<file path="config.mk">
export PLATFORM = sky130hd
export DESIGN_NAME = ahb_lite_decoder_mux
export DESIGN_NICKNAME = d
export VERILOG_FILES = /design/src/rtl/ahb_lite_decoder_mux.sv
export SDC_FILE = /design/constraint.sdc
export NUM_CORES = 1
export LEC_CHECK = 0
export CAP_MARGIN = 5
export CORE_AREA = 2 2 89 91
export DETAILED_ROUTE_END_ITERATION = 8
export DIE_AREA = 0 0 91 93
export PLACE_DENSITY = 0.69
export SKIP_LAST_GASP = 1
export SLEW_MARGIN = 20
export SYNTH_ARGS = -nofsm -noshare
export SYNTH_HDL_FRONTEND = slang
export SYNTH_SLANG_ARGS = --single-unit
</file>
<file path="constraint.sdc">
create_clock -name HCLK -period 3.35 [get_ports HCLK]
set_clock_uncertainty 0.05 [all_clocks]
set_input_delay 0.67 -clock HCLK [delete_from_list [all_inputs] [get_ports HCLK]]
set_output_delay 0.67 -clock HCLK [all_outputs]
set_load 0.01 [all_outputs]
</file>
<file path="src/rtl/ahb_lite_decoder_mux.sv">
// AHB-Lite address decoder and slave response multiplexer for three slaves,
// with an error-responding default slave and a saturating error counter.
module ahb_lite_decoder_mux #(
  parameter logic [2:0] S0_REGION = 3'b000,
  parameter logic [2:0] S1_REGION = 3'b001,
  parameter logic [2:0] S2_REGION = 3'b010
) (
  input  logic        HCLK,
  input  logic        HRESET,
  input  logic [31:0] HADDR,
  input  logic [1:0]  HTRANS,
  input  logic        HWRITE,
  input  logic [2:0]  HSIZE,
  input  logic [2:0]  HBURST,
  input  logic [3:0]  HPROT,
  input  logic        HMASTLOCK,
  input  logic [31:0] HWDATA,
  output logic [31:0] HRDATA,
  output logic        HREADY,
  output logic [1:0]  HRESP,
  output logic        HSEL_S0,
  output logic        HSEL_S1,
  output logic        HSEL_S2,
  input  logic [31:0] HRDATA_S0,
  input  logic [31:0] HRDATA_S1,
  input  logic [31:0] HRDATA_S2,
  input  logic        HREADY_RESP_S0,
  input  logic        HREADY_RESP_S1,
  input  logic        HREADY_RESP_S2,
  input  logic [1:0]  HRESP_S0,
  input  logic [1:0]  HRESP_S1,
  input  logic [1:0]  HRESP_S2,
  output logic [7:0]  ERR_COUNT
);

  typedef enum logic [1:0] {
    ST_OKAY,
    ST_ERR1,
    ST_ERR2
  } state_e;

  // Slaves take write data and transfer controls straight off the bus.
  logic unused_ctrl;
  assign unused_ctrl = ^{HADDR[28:0], HTRANS[0], HWRITE, HSIZE, HBURST, HPROT,
                         HMASTLOCK, HWDATA};

  logic       sel_s0, sel_s1, sel_s2, sel_def;
  logic       trans_active, start_err;
  logic [3:0] dsel_q, dsel_d;
  state_e     state_q, state_d;
  logic [7:0] err_cnt_q, err_cnt_d;
  logic       hready_def;
  logic [1:0] hresp_def;

  // Priority keeps the selects one-hot even if regions are overridden to overlap.
  assign sel_s0  = (HADDR[31:29] == S0_REGION);
  assign sel_s1  = (HADDR[31:29] == S1_REGION) && !sel_s0;
  assign sel_s2  = (HADDR[31:29] == S2_REGION) && !sel_s0 && !sel_s1;
  assign sel_def = !(sel_s0 || sel_s1 || sel_s2);

  assign HSEL_S0 = sel_s0;
  assign HSEL_S1 = sel_s1;
  assign HSEL_S2 = sel_s2;

  assign trans_active = HTRANS[1];
  assign start_err    = HREADY && sel_def && trans_active;

  always_comb begin
    dsel_d = dsel_q;
    if (HREADY) begin
      dsel_d = {sel_def, sel_s2, sel_s1, sel_s0};
    end
  end

  always_comb begin
    state_d = state_q;
    unique case (state_q)
      ST_OKAY: if (start_err) state_d = ST_ERR1;
      ST_ERR1: state_d = ST_ERR2;
      ST_ERR2: state_d = start_err ? ST_ERR1 : ST_OKAY;
      default: state_d = ST_OKAY;
    endcase
  end

  always_comb begin
    err_cnt_d = err_cnt_q;
    if ((state_d == ST_ERR1) && (state_q != ST_ERR1) && (err_cnt_q != 8'hFF)) begin
      err_cnt_d = err_cnt_q + 8'd1;
    end
  end

  assign hready_def = (state_q != ST_ERR1);
  assign hresp_def  = (state_q == ST_OKAY) ? 2'b00 : 2'b01;

  always_comb begin
    HRDATA = '0;
    HREADY = hready_def;
    HRESP  = hresp_def;
    if (dsel_q[0]) begin
      HRDATA = HRDATA_S0;
      HREADY = HREADY_RESP_S0;
      HRESP  = HRESP_S0;
    end else if (dsel_q[1]) begin
      HRDATA = HRDATA_S1;
      HREADY = HREADY_RESP_S1;
      HRESP  = HRESP_S1;
    end else if (dsel_q[2]) begin
      HRDATA = HRDATA_S2;
      HREADY = HREADY_RESP_S2;
      HRESP  = HRESP_S2;
    end
  end

  always_ff @(posedge HCLK) begin
    if (HRESET) begin
      dsel_q    <= 4'b1000;
      state_q   <= ST_OKAY;
      err_cnt_q <= '0;
    end else begin
      dsel_q    <= dsel_d;
      state_q   <= state_d;
      err_cnt_q <= err_cnt_d;
    end
  end

  assign ERR_COUNT = err_cnt_q;

endmodule

</file>
Word level (Yosys, flattened, before mapping)

Cells that the tools add are included.

Input bits: 185
Bits in registers: 13

Equality and inequality tests: 7
Multiplexer cells: 13
Add/sub/neg operators: 1
Reduce and logical (&&, ||, !) cells: 14

Operator list:

| cell                | number |
|---|---|
| $mux 32             | 3 |
| $add 8x1->8 const B | 1 |
| $mux 2              | 4 |
| $ne 8x8->1 const B  | 1 |
| $logic_and 1x1->1   | 7 |
| $pmux 2 s3          | 1 |
| $mux 1              | 5 |
| $eq 2x1->1 const B  | 2 |
| $eq 3x1->1 const B  | 1 |
| $eq 3x2->1 const B  | 1 |
| $logic_not 1->1     | 3 |
| $logic_not 3->1     | 1 |
| $eq 2x2->1 const B  | 1 |
| $logic_not 2->1     | 1 |
| $logic_or 1x1->1    | 2 |
| $ne 2x1->1 const B  | 1 |

Depth between registers and ports, before layout

Gate-level depths: netlist of the first run.

Word-level depth: 14
Depth in mapped cells: 8
Depth with buffers taken out: 6

Least setup slack after synthesis of the first run

No wires, ideal clock.

Path kind: input to output
Start: in HREADY_RESP_S1
End: out HREADY
Cell stages on the path: 4
Path slack: 1.099 ns
Buffers on the path: 1
Data required time: 2.630 ns
Arrival: 1.531 ns
Path through: a22oi_1 -> a21o_1 -> clkbuf_1 -> inv_1

Cells in the longest elaborated chain, start to end: 2

RTL lines:

| what            | line | source |
|---|---|---|
| start, declared | 28   | `input logic HREADY_RESP_S1,` |
| $mux 1          | 103  | `end else if (dsel_q[1]) begin` |
| $mux 1          | 99   | `if (dsel_q[0]) begin` |
| end, declared   | 19   | `output logic HREADY,` |

No other way between the ends.

Worst setup path after layout of the first run

Start: reg dsel_q[2]
End: out HREADY

Cells in the longest elaborated chain, start to end: 3

RTL lines:

| what                   | line | source |
|---|---|---|
| start, declared        | 49   | `logic [3:0] dsel_q, dsel_d;` |
| start signal, assigned | 120  | `dsel_q <= dsel_d;` |
| $mux 1                 | 107  | `end else if (dsel_q[2]) begin` |
| $mux 1                 | 103  |  |
| $mux 1                 | 99   |  |

No other way between the ends.

==> results of run 1 <==
==> through the flow <==
stage                     cells  hold slack [ns]
final                       448           0.4559
after global routing        448           0.4907
after CTS                   448           0.4502
after detailed placement    444           0.4403
after global placement      444           0.4284
after floorplan             199           0.4110
==> layout make-up <==
type | instances | area, µm²
clock buffers | 4 | 45.04
fillers | 797 | 4546
inverters | 2 | 7.507
multi-input cells | 166 | 940.9
flip-flops and latches | 13 | 261.5
well taps | 102 | 127.6
repair buffers | 161 | 1599
==> cells in the final DEF, fill, tap and decap left out, drive strengths merged <==
cell type and instances:
dfxtp 13, clkdlybuf4s50 156, o21ai 36, or2 1, and4 2, mux2 2
o31ai 4, a21o 1, nand2b 1, a22oi 34, nand3 4, buf 5
a21oi 13, clkbuf 4, nand2 41, nor3 2, nand4 1, and3b 1
or3b 1, nor4 1, ha 1, a211oi 2, nor2b 3, or4 4
or3 1, nor3b 2, nor2 8, inv 2
==> path summary, 6_finish.rpt <==
kind | start | endpoint | slack (ns)
hold / removal | ERR_COUNT[7] | ERR_COUNT[7] | 0.46
hold reg to reg | ERR_COUNT[7] | ERR_COUNT[7] | 0.46
setup / recovery | dsel_q[2] | HREADY | 0.37
setup reg to reg | dsel_q[2] | ERR_COUNT[5] | 0.99
==> power by group through the flow <==
stage          Sequential [mW]  Clock, mW  Combinational, mW
5_1_grt                  0.167      0.145              0.308
4_1_cts                  0.167      0.141              0.289
2_1_floorplan            0.167          0             0.0835
6_report                 0.167      0.136              0.287
3_3_place_gp             0.169          0              0.284
3_5_place_dp             0.170          0              0.288
==> cells by family (layout without fill, tap and decap cells) <==
group                      after synthesis  after routing  share of synthesized area
AOI/OAI and AO/OA                       90             90                     0.4312
and+or+nand+nor                         73             73                     0.2732
buffers and inverters                   20            167                    0.06537
DFF                                     13             13                     0.2029
muxes                                    2              2                    0.01756
adders and majority gates                1              1                   0.009755
==> tightest hold or removal path: stages (launching register included) <==
cell	delay, ns
dfxtp_1	0.33
o31ai_1	0.07
a21oi_1	0.06
==> registers in the layout, indices dropped and copies added (netlist names) <==
register / flops
state_q: 2
dsel_q: 3
ERR_COUNT: 8
==> metal layers <==
layer  share of wire  up-vias  global-route usage
li1                -     1038                   -
met1            0.42      883              0.1609
met2            0.49       98              0.2494
met3           0.085        6             0.02901
met4          0.0085        0             0.02273
met5               0        -                   0
==> impl_metrics.tcl, run 1 <==
set metrics [dict create \
    switchingPower_mw 0.1568 \
    clock_sinks 13 \
    report.final.setup_viol 0 \
    worst-path-max-fanout 34 \
    status "completed" \
    ctsResizeCount 0 \
    htreeDepth 1 \
    die_h_um 93 \
    switching_share 0.2661 \
    grt_pass1_wl_um 9480 \
    clk_path_buf_depth 2 \
    r2r_cells 7 \
    place_congestion 0.7378 \
    grtUsageTotal 0.1344 \
    max_stage_delay_ns 0.57 \
    dp_slack_ns 0.4382 \
    cp.required_ns 2.63 \
    synthFlopType "dfxtp_1" \
    yosys-top-cells-area "dfxtp_1, a22oi_1, o21ai_0" \
    crit_cells 6 \
    cts_setup_buffers 0 \
    startpoint_type "flip-flop" \
    rsz0062_at_grt "false" \
    drive_gt1_frac 0.04335 \
    cp_slowest_cell "clkdlybuf4s50_1" \
    worstMarginPinSlew_ns 0.5288 \
    cts_root_buf "clkbuf_8" \
    ys_async_sr_fraction 0 \
    clkLatencyLatePin_ns 0.24 \
    nets 533 \
    worst-path-buf-inv 3 \
    power.share.sequential 0.283 \
    syn_area_um2 1282 \
    fin_crit_sh 0.8893 \
    fin_setup_tns_ns 0 \
    power.leakage_nw 0.9692 \
    ir_worst_vdd_mv 0.2042 \
    p_per_area_nw_per_um2 197.7 \
    clkPwrFrac 0.230 \
    grt_max_degree 51 \
    synth_most_common_cell "nand2_1" \
    numPortBuffers 156 \
    ys_types 29 \
    hp-class "flip-flop to flip-flop" \
    postPlaceCellArea_um2 2937 \
    report.final.slew_viol_count 0 \
    clk_pin_slew_ns 0.05 \
    combPwrFrac 0.487 \
    hold_viol 0 \
    die_w_um 91 \
    ant_nets 0 \
    yosys_warnings 0 \
    cts_tree "done" \
    drt_iter0_drc 47 \
    initial_core_util 0.1704 \
    antenna_cells 0 \
    rows 32 \
    firstDrtPassIters 4 \
    max-slew-margin-rel 0.6463 \
    routed_via_density 4.520 \
    fin_crit_ns 2.979 \
    hpwlAfterDp_um 4941 \
    grt-ovfl-total 0 \
    avgSynthCellArea_um2 6.445 \
    yosysTopAreaCellShare 0.2029 \
    synth_cells 199 \
    critPathCaptureType "primary output" \
    area_growth_pct 132.5 \
    synth_common_cells "nand2_1, o21ai_0, a22oi_1, clkbuf_1" \
    total_power_mw 0.5893 \
    ys_seq_area_frac 0.2029 \
    synth_seq_cells 13 \
    vias 2025 \
    hold_depth 2 \
    setup_slack_ns 0.3708 \
    boundaryPins 231 \
    utilization 0.3961 \
    synth_fp_nets 385 \
    synth_top_cell_by_area "dfxtp_1" \
    grt_pass1_vias 1872 \
    numCtsBuffers 3 \
    wl_um 6260 \
    arrival_ns 2.26 \
    synth_edf_count 0 \
    crit_type "flip-flop to primary output" \
    cts_hold_buf 0 \
    coreArea_um2 7527 \
    internal-power_mw 0.4325 \
    path_delay_family "buffers and inverters" \
    antenna_found_initial 0 \
    die_area_um2 8463 \
    drc 0 \
    wl_per_cell_um 13.97 \
    final_area_um2 2982 \
    crit_chain "nor2b_2 -> buf_4 -> a22oi_1 -> a21o_1 -> inv_1 -> clkdlybuf4s50_1" \
    maxCapViolCount 0 \
    fmax_ghz 0.3357 \
]
Power figures use the tool's default switching activity.
==> run 2: changes to the inputs <==
==> constraint.sdc (replaced) <==
create_clock -name HCLK -period 3.2 [get_ports HCLK]
set_clock_uncertainty 0.05 [all_clocks]
set_input_delay 0.64 -clock HCLK [delete_from_list [all_inputs] [get_ports HCLK]]
set_output_delay 0.64 -clock HCLK [all_outputs]
set_load 0.01 [all_outputs]
==> impl_metrics.tcl, run 2 (same netlist as run 1, synthesis figures left out) <==
set metrics [dict create \
    status "completed" \
    cts_setup_buffers 0 \
    cp-startpoint "dsel_q[2]" \
    worst-path-buf-inv 3 \
    ir_worst_vdd_mv 0.1693 \
    utilization 0.3968 \
    clock_sinks 13 \
    firstDrtPassIters 4 \
    final_area_um2 2987 \
    critPathCaptureType "primary output" \
    top_layer_used "met4" \
    final_cell_mix "clkdlybuf4s50_1, nand2_1, o21ai_0" \
    htreeDepth 1 \
    reg2reg_from "dsel_q[2]" \
    met3_length_um 545 \
    postPlaceCellArea_um2 2942 \
    multi_input_comb_area_um2 940.9 \
    hp-start "ERR_COUNT[7]" \
    nets 532 \
    cts_root_buf "clkbuf_8" \
    final_common_cell "clkdlybuf4s50_1" \
    hpwlAfterDp_um 4840 \
    max-slew-margin-rel 0.6668 \
    ant_nets 0 \
    power.leakage_nw 0.9667 \
    startpoint_type "flip-flop" \
    max_stage_delay_ns 0.57 \
    fin_setup_tns_ns 0 \
    cts_tree "done" \
    hold_slack_ns 0.4527 \
    grt_max_degree 50 \
    rsz0062_at_grt "false" \
    boundaryPins 231 \
    die_area_um2 8463 \
    m1WireLength_um 2617 \
    worst-path-max-fanout 34 \
    clkLatencyLatePin_ns 0.24 \
    area_growth_pct 132.9 \
    fin_crit_sh 0.9208 \
    numCtsBuffers 3 \
    drc 0 \
    wl_met2_um 3001 \
    worstMarginPinSlew_ns 0.4982 \
    report.final.slew_viol_count 0 \
    clk_pin_slew_ns 0.06 \
    wl_per_cell_um 13.96 \
    crit_chain "nor2b_2 -> buf_4 -> a22oi_1 -> a21o_1 -> inv_1 -> clkdlybuf4s50_1" \
    grt_pass1_wl_um 9915 \
    cts_hold_buf 0 \
    routed_via_density 4.595 \
    initial_core_util 0.1704 \
    rows 32 \
    antenna_cells 0 \
    path_delay_family "buffers and inverters" \
    place_congestion 0.7295 \
    arrival_ns 2.26 \
    hp-class "flip-flop to flip-flop" \
    fmax_ghz 0.3394 \
    cp.required_ns 2.51 \
    grt_pass1_vias 1950 \
    largest_register_ff_count 8 \
    maxCapViolCount 0 \
    vias 2054 \
    antenna_found_initial 0 \
    report.final.setup_viol 0 \
    wl_um 6240 \
    hold_viol 0 \
    drive_gt1_frac 0.04058 \
    drt_iter0_drc 55 \
    coreArea_um2 7527 \
    fin_crit_ns 2.947 \
    p_per_area_nw_per_um2 207.4 \
    die_h_um 93 \
    cp_slowest_cell "clkdlybuf4s50_1" \
    numPortBuffers 156 \
    n_fill_cell 791 \
    crit_type "flip-flop to primary output" \
    seq_area_um2 261.5 \
    clk_path_buf_depth 2 \
    ctsResizeCount 0 \
    die_w_um 91 \
    grtUsageTotal 0.1398 \
    grt-ovfl-total 0 \
]
[run 2: worst paths after layout]
| path | cells after the start | slack [ns] | end |
|---|---|---|---|
| setup / recovery | 6 | 0.25 | HREADY |
| hold / removal | 2 | 0.45 | ERR_COUNT[7] |
| setup reg to reg | 7 | 0.84 | ERR_COUNT[5] |
| hold reg to reg | 2 | 0.45 | ERR_COUNT[7] |
[run 2: routing by layer]
layer  vias up  GRT usage
met5         -          0
met4         0    0.02273
met3         4    0.03465
met2        98     0.2562
met1       922     0.1675
li1       1030          -
[run 2: final cells by class]
cell class | count | area share
inverters | 2 | 0.002514
clock buffers | 4 | 0.01508
repair buffers | 160 | 0.5371
well taps | 102 | 0.04273
flip-flops and latches | 13 | 0.08756
multi-input cells | 166 | 0.3150
[run 2: tightest hold or removal path: stages, from the launching register on]
cell and delay, ns:
dfxtp_1 0.33, o31ai_1 0.07, a21oi_1 0.06
[run 2: per-stage QoR]
step           total power, mW  setup WS, ns  std cells
6_report                0.6196        0.2534        447
3_5_place_dp            0.4789        0.3582        443
4_1_cts                 0.6239        0.2408        447
5_1_grt                 0.6573       0.09235        447
3_3_place_gp            0.4755        0.3536        443
2_1_floorplan           0.2619         1.009        199
[run 2: where the power goes]
part | internal, mW | switching (mW)
sequential | 0.167 | 0.00755
clock | 0.0877 | 0.0558
combinational | 0.199 | 0.103
total | 0.453 | 0.166
==> run 3: changes to the inputs <==
==> config.mk (replaced) <==
export PLATFORM = sky130hd
export DESIGN_NAME = ahb_lite_decoder_mux
export DESIGN_NICKNAME = d
export VERILOG_FILES = /design/src/rtl/ahb_lite_decoder_mux.sv
export SDC_FILE = /design/constraint.sdc
export NUM_CORES = 1
export LEC_CHECK = 0
export ABC_AREA = 1
export CAP_MARGIN = 5
export CORE_AREA = 2 2 90 92
export DETAILED_ROUTE_END_ITERATION = 8
export DIE_AREA = 0 0 92 94
export PLACE_DENSITY = 0.71
export SKIP_LAST_GASP = 1
export SLEW_MARGIN = 40
export SYNTH_ARGS = -nofsm -noshare
export SYNTH_HDL_FRONTEND = slang
export SYNTH_SLANG_ARGS = --single-unit
==> constraint.sdc (replaced) <==
create_clock -name HCLK -period 2.7 [get_ports HCLK]
set_clock_uncertainty 0.05 [all_clocks]
set_input_delay 0.54 -clock HCLK [delete_from_list [all_inputs] [get_ports HCLK]]
set_output_delay 0.54 -clock HCLK [all_outputs]
set_load 0.01 [all_outputs]
==> impl_metrics.tcl, run 3 <==
set metrics [dict create \
    status "completed" \
    total_power_mw 1.714 \
    initial_core_util 0.1742 \
    critPathCaptureType "primary output" \
    area_growth_pct 129.3 \
    synthFlopType "dfxtp_1" \
    ir_worst_vdd_mv 0.2775 \
    wl_um 6086 \
    hold_viol 0 \
    drc 0 \
    hpwlAfterDp_um 4762 \
    synth_seq_cells 13 \
    setup_slack_ns 0.1130 \
    synth_edf_count 0 \
    die_area_um2 8648 \
    grtUsageTotal 0.1281 \
    numCtsBuffers 3 \
    boundaryPins 231 \
    crit_type "input port to primary output" \
    fin_setup_tns_ns 0 \
    synth_cells 219 \
    nets 556 \
    dp_slack_ns 0.1265 \
    busiest_layer "met2" \
    max-slew-margin-rel 0.7109 \
    largest_register_ff_count 8 \
    met1_usage 0.1586 \
    use_met3 0.03130 \
    worstMarginPinSlew_ns 0.4323 \
    cp_slowest_cell "clkdlybuf4s50_1" \
    avgSynthCellArea_um2 6.050 \
    final_common_cell "clkdlybuf4s50_1" \
    cts_setup_buffers 0 \
    htreeDepth 1 \
    worst-path-max-fanout 5 \
    fin_crit_ns 2.587 \
    power.leakage_nw 1.078 \
    die_w_um 92 \
    yosys_warnings 0 \
    crit_chain "clkdlybuf4s50_1 -> nand3_1 -> nand3_2 -> nand2_1 -> inv_1 -> clkdlybuf4s50_1" \
    report.final.slew_viol_count 0 \
    grt_pass1_vias 1852 \
    firstDrtPassIters 4 \
    report.final.setup_viol 0 \
    cp_common_cell "clkdlybuf4s50_1" \
    synth_top_cell_by_area "dfxtp_1" \
    ys_types 22 \
    antenna_found_initial 0 \
    cts_root_buf "clkbuf_8" \
    clk_pin_slew_ns 0.05 \
    antenna_cells 0 \
    arrival_ns 2.00 \
    die_h_um 94 \
    fmax_ghz 0.3865 \
    grt-ovfl-total 0 \
    utilization 0.3993 \
    ys_seq_area_frac 0.1964 \
    vias 2044 \
    drive_gt1_frac 0.04336 \
    rsz0062_at_grt "false" \
    drt_iter0_drc 58 \
    place_congestion 0.7882 \
    rows 32 \
    ys_async_sr_fraction 0 \
    startpoint_type "input port" \
    clk_path_buf_depth 2 \
    coreArea_um2 7607 \
    final_cell_mix "clkdlybuf4s50_1, nand2_1, a22oi_1" \
    ctsResizeCount 0 \
    grt_max_degree 38 \
    cp.required_ns 2.11 \
    hp-class "flip-flop to flip-flop" \
    synth_most_common_cell "nand2_1" \
    cts_tree "done" \
    path_delay_family "buffers and inverters" \
    clkLatencyLatePin_ns 0.24 \
    synth_common_cells "nand2_1, a22oi_1, o21ai_0, a21oi_1, inv_1" \
    cts_hold_buf 0 \
    p_per_area_nw_per_um2 564.3 \
    grt_pass1_wl_um 9025 \
    synth_fp_nets 405 \
    yosys-top-cells-area "dfxtp_1, a22oi_1, nand2_1" \
    max_stage_delay_ns 0.55 \
    syn_area_um2 1325 \
    n_fill_cell 789 \
    wl_per_cell_um 12.92 \
    grt_use_met2 0.2273 \
    clock_sinks 13 \
    hold_slack_ns 0.4094 \
    ant_nets 0 \
    worst-path-buf-inv 3 \
    numPortBuffers 156 \
    maxCapViolCount 0 \
    fin_crit_sh 0.9581 \
    routed_via_density 4.340 \
    yosysTopAreaCellShare 0.1964 \
]
-- run 3: changes by cell type after synthesis, sizes merged, moves of 4 or more --
| cell | change |
|---|---|
| inv | +12 |
| nand2 | +23 |
| clkbuf | -5 |
| o31ai | -4 |
| nor2 | +5 |
| or4 | -4 |
-- run 3: power breakdown --
| group | total (mW) | internal, mW | switching, mW |
|---|---|---|---|
| logic | 1.31 | 0.718 | 0.590 |
| clock network | 0.174 | 0.104 | 0.0700 |
| registers | 0.232 | 0.215 | 0.0173 |
-- run 3: kinds of logic after synthesis --
group | count (synthesis) | share of synthesized area
AO/OA/AOI/OAI | 84 | 0.3834
XOR/XNOR | 6 | 0.03967
adder cells (fa/ha/maj) | 1 | 0.009441
buffers and inverters | 30 | 0.1001
flip-flops | 13 | 0.1964
AND/OR/NAND/NOR | 85 | 0.2710
-- run 3: area by class of cell --
class | count | area, µm² | area share
Tap cell | 102 | 127.6 | 0.04201
Sequential cell | 13 | 261.5 | 0.08608
Inverter | 14 | 52.55 | 0.01730
Timing Repair Buffer | 162 | 1619 | 0.5329
Clock buffer | 4 | 45.04 | 0.01483
Multi-Input combinational cell | 176 | 932.1 | 0.3068
-- run 3: worst min-delay path, cell delays in order, from the launching register on --
cell and delay (ns):
dfxtp_1 0.30, nand2_1 0.08, nor2_1 0.04
-- run 3: metal layers --
metal / vias up / share of wire
met5: - / 0
met1: 885 / 0.41
met3: 4 / 0.091
met4: 0 / 0.0084
li1: 1056 / -
met2: 99 / 0.49
-- run 3: worst paths after layout --
check | startpoint | to | slack [ns] | depth (start not counted)
hold reg to reg | state_q[0] | state_q[1] | 0.41 | 2
setup reg to reg | dsel_q[1] | ERR_COUNT[3] | 1.19 | 8
hold / removal | state_q[0] | state_q[1] | 0.41 | 2
setup / recovery | HREADY_RESP_S2 | HREADY | 0.11 | 6
-- run 3: through the flow --
stage	cells	instance area (µm²)
final	471	3038
after global routing	471	3038
after CTS	471	3025
after detailed placement	467	2980
after global placement	467	2980
after floorplan	219	1325
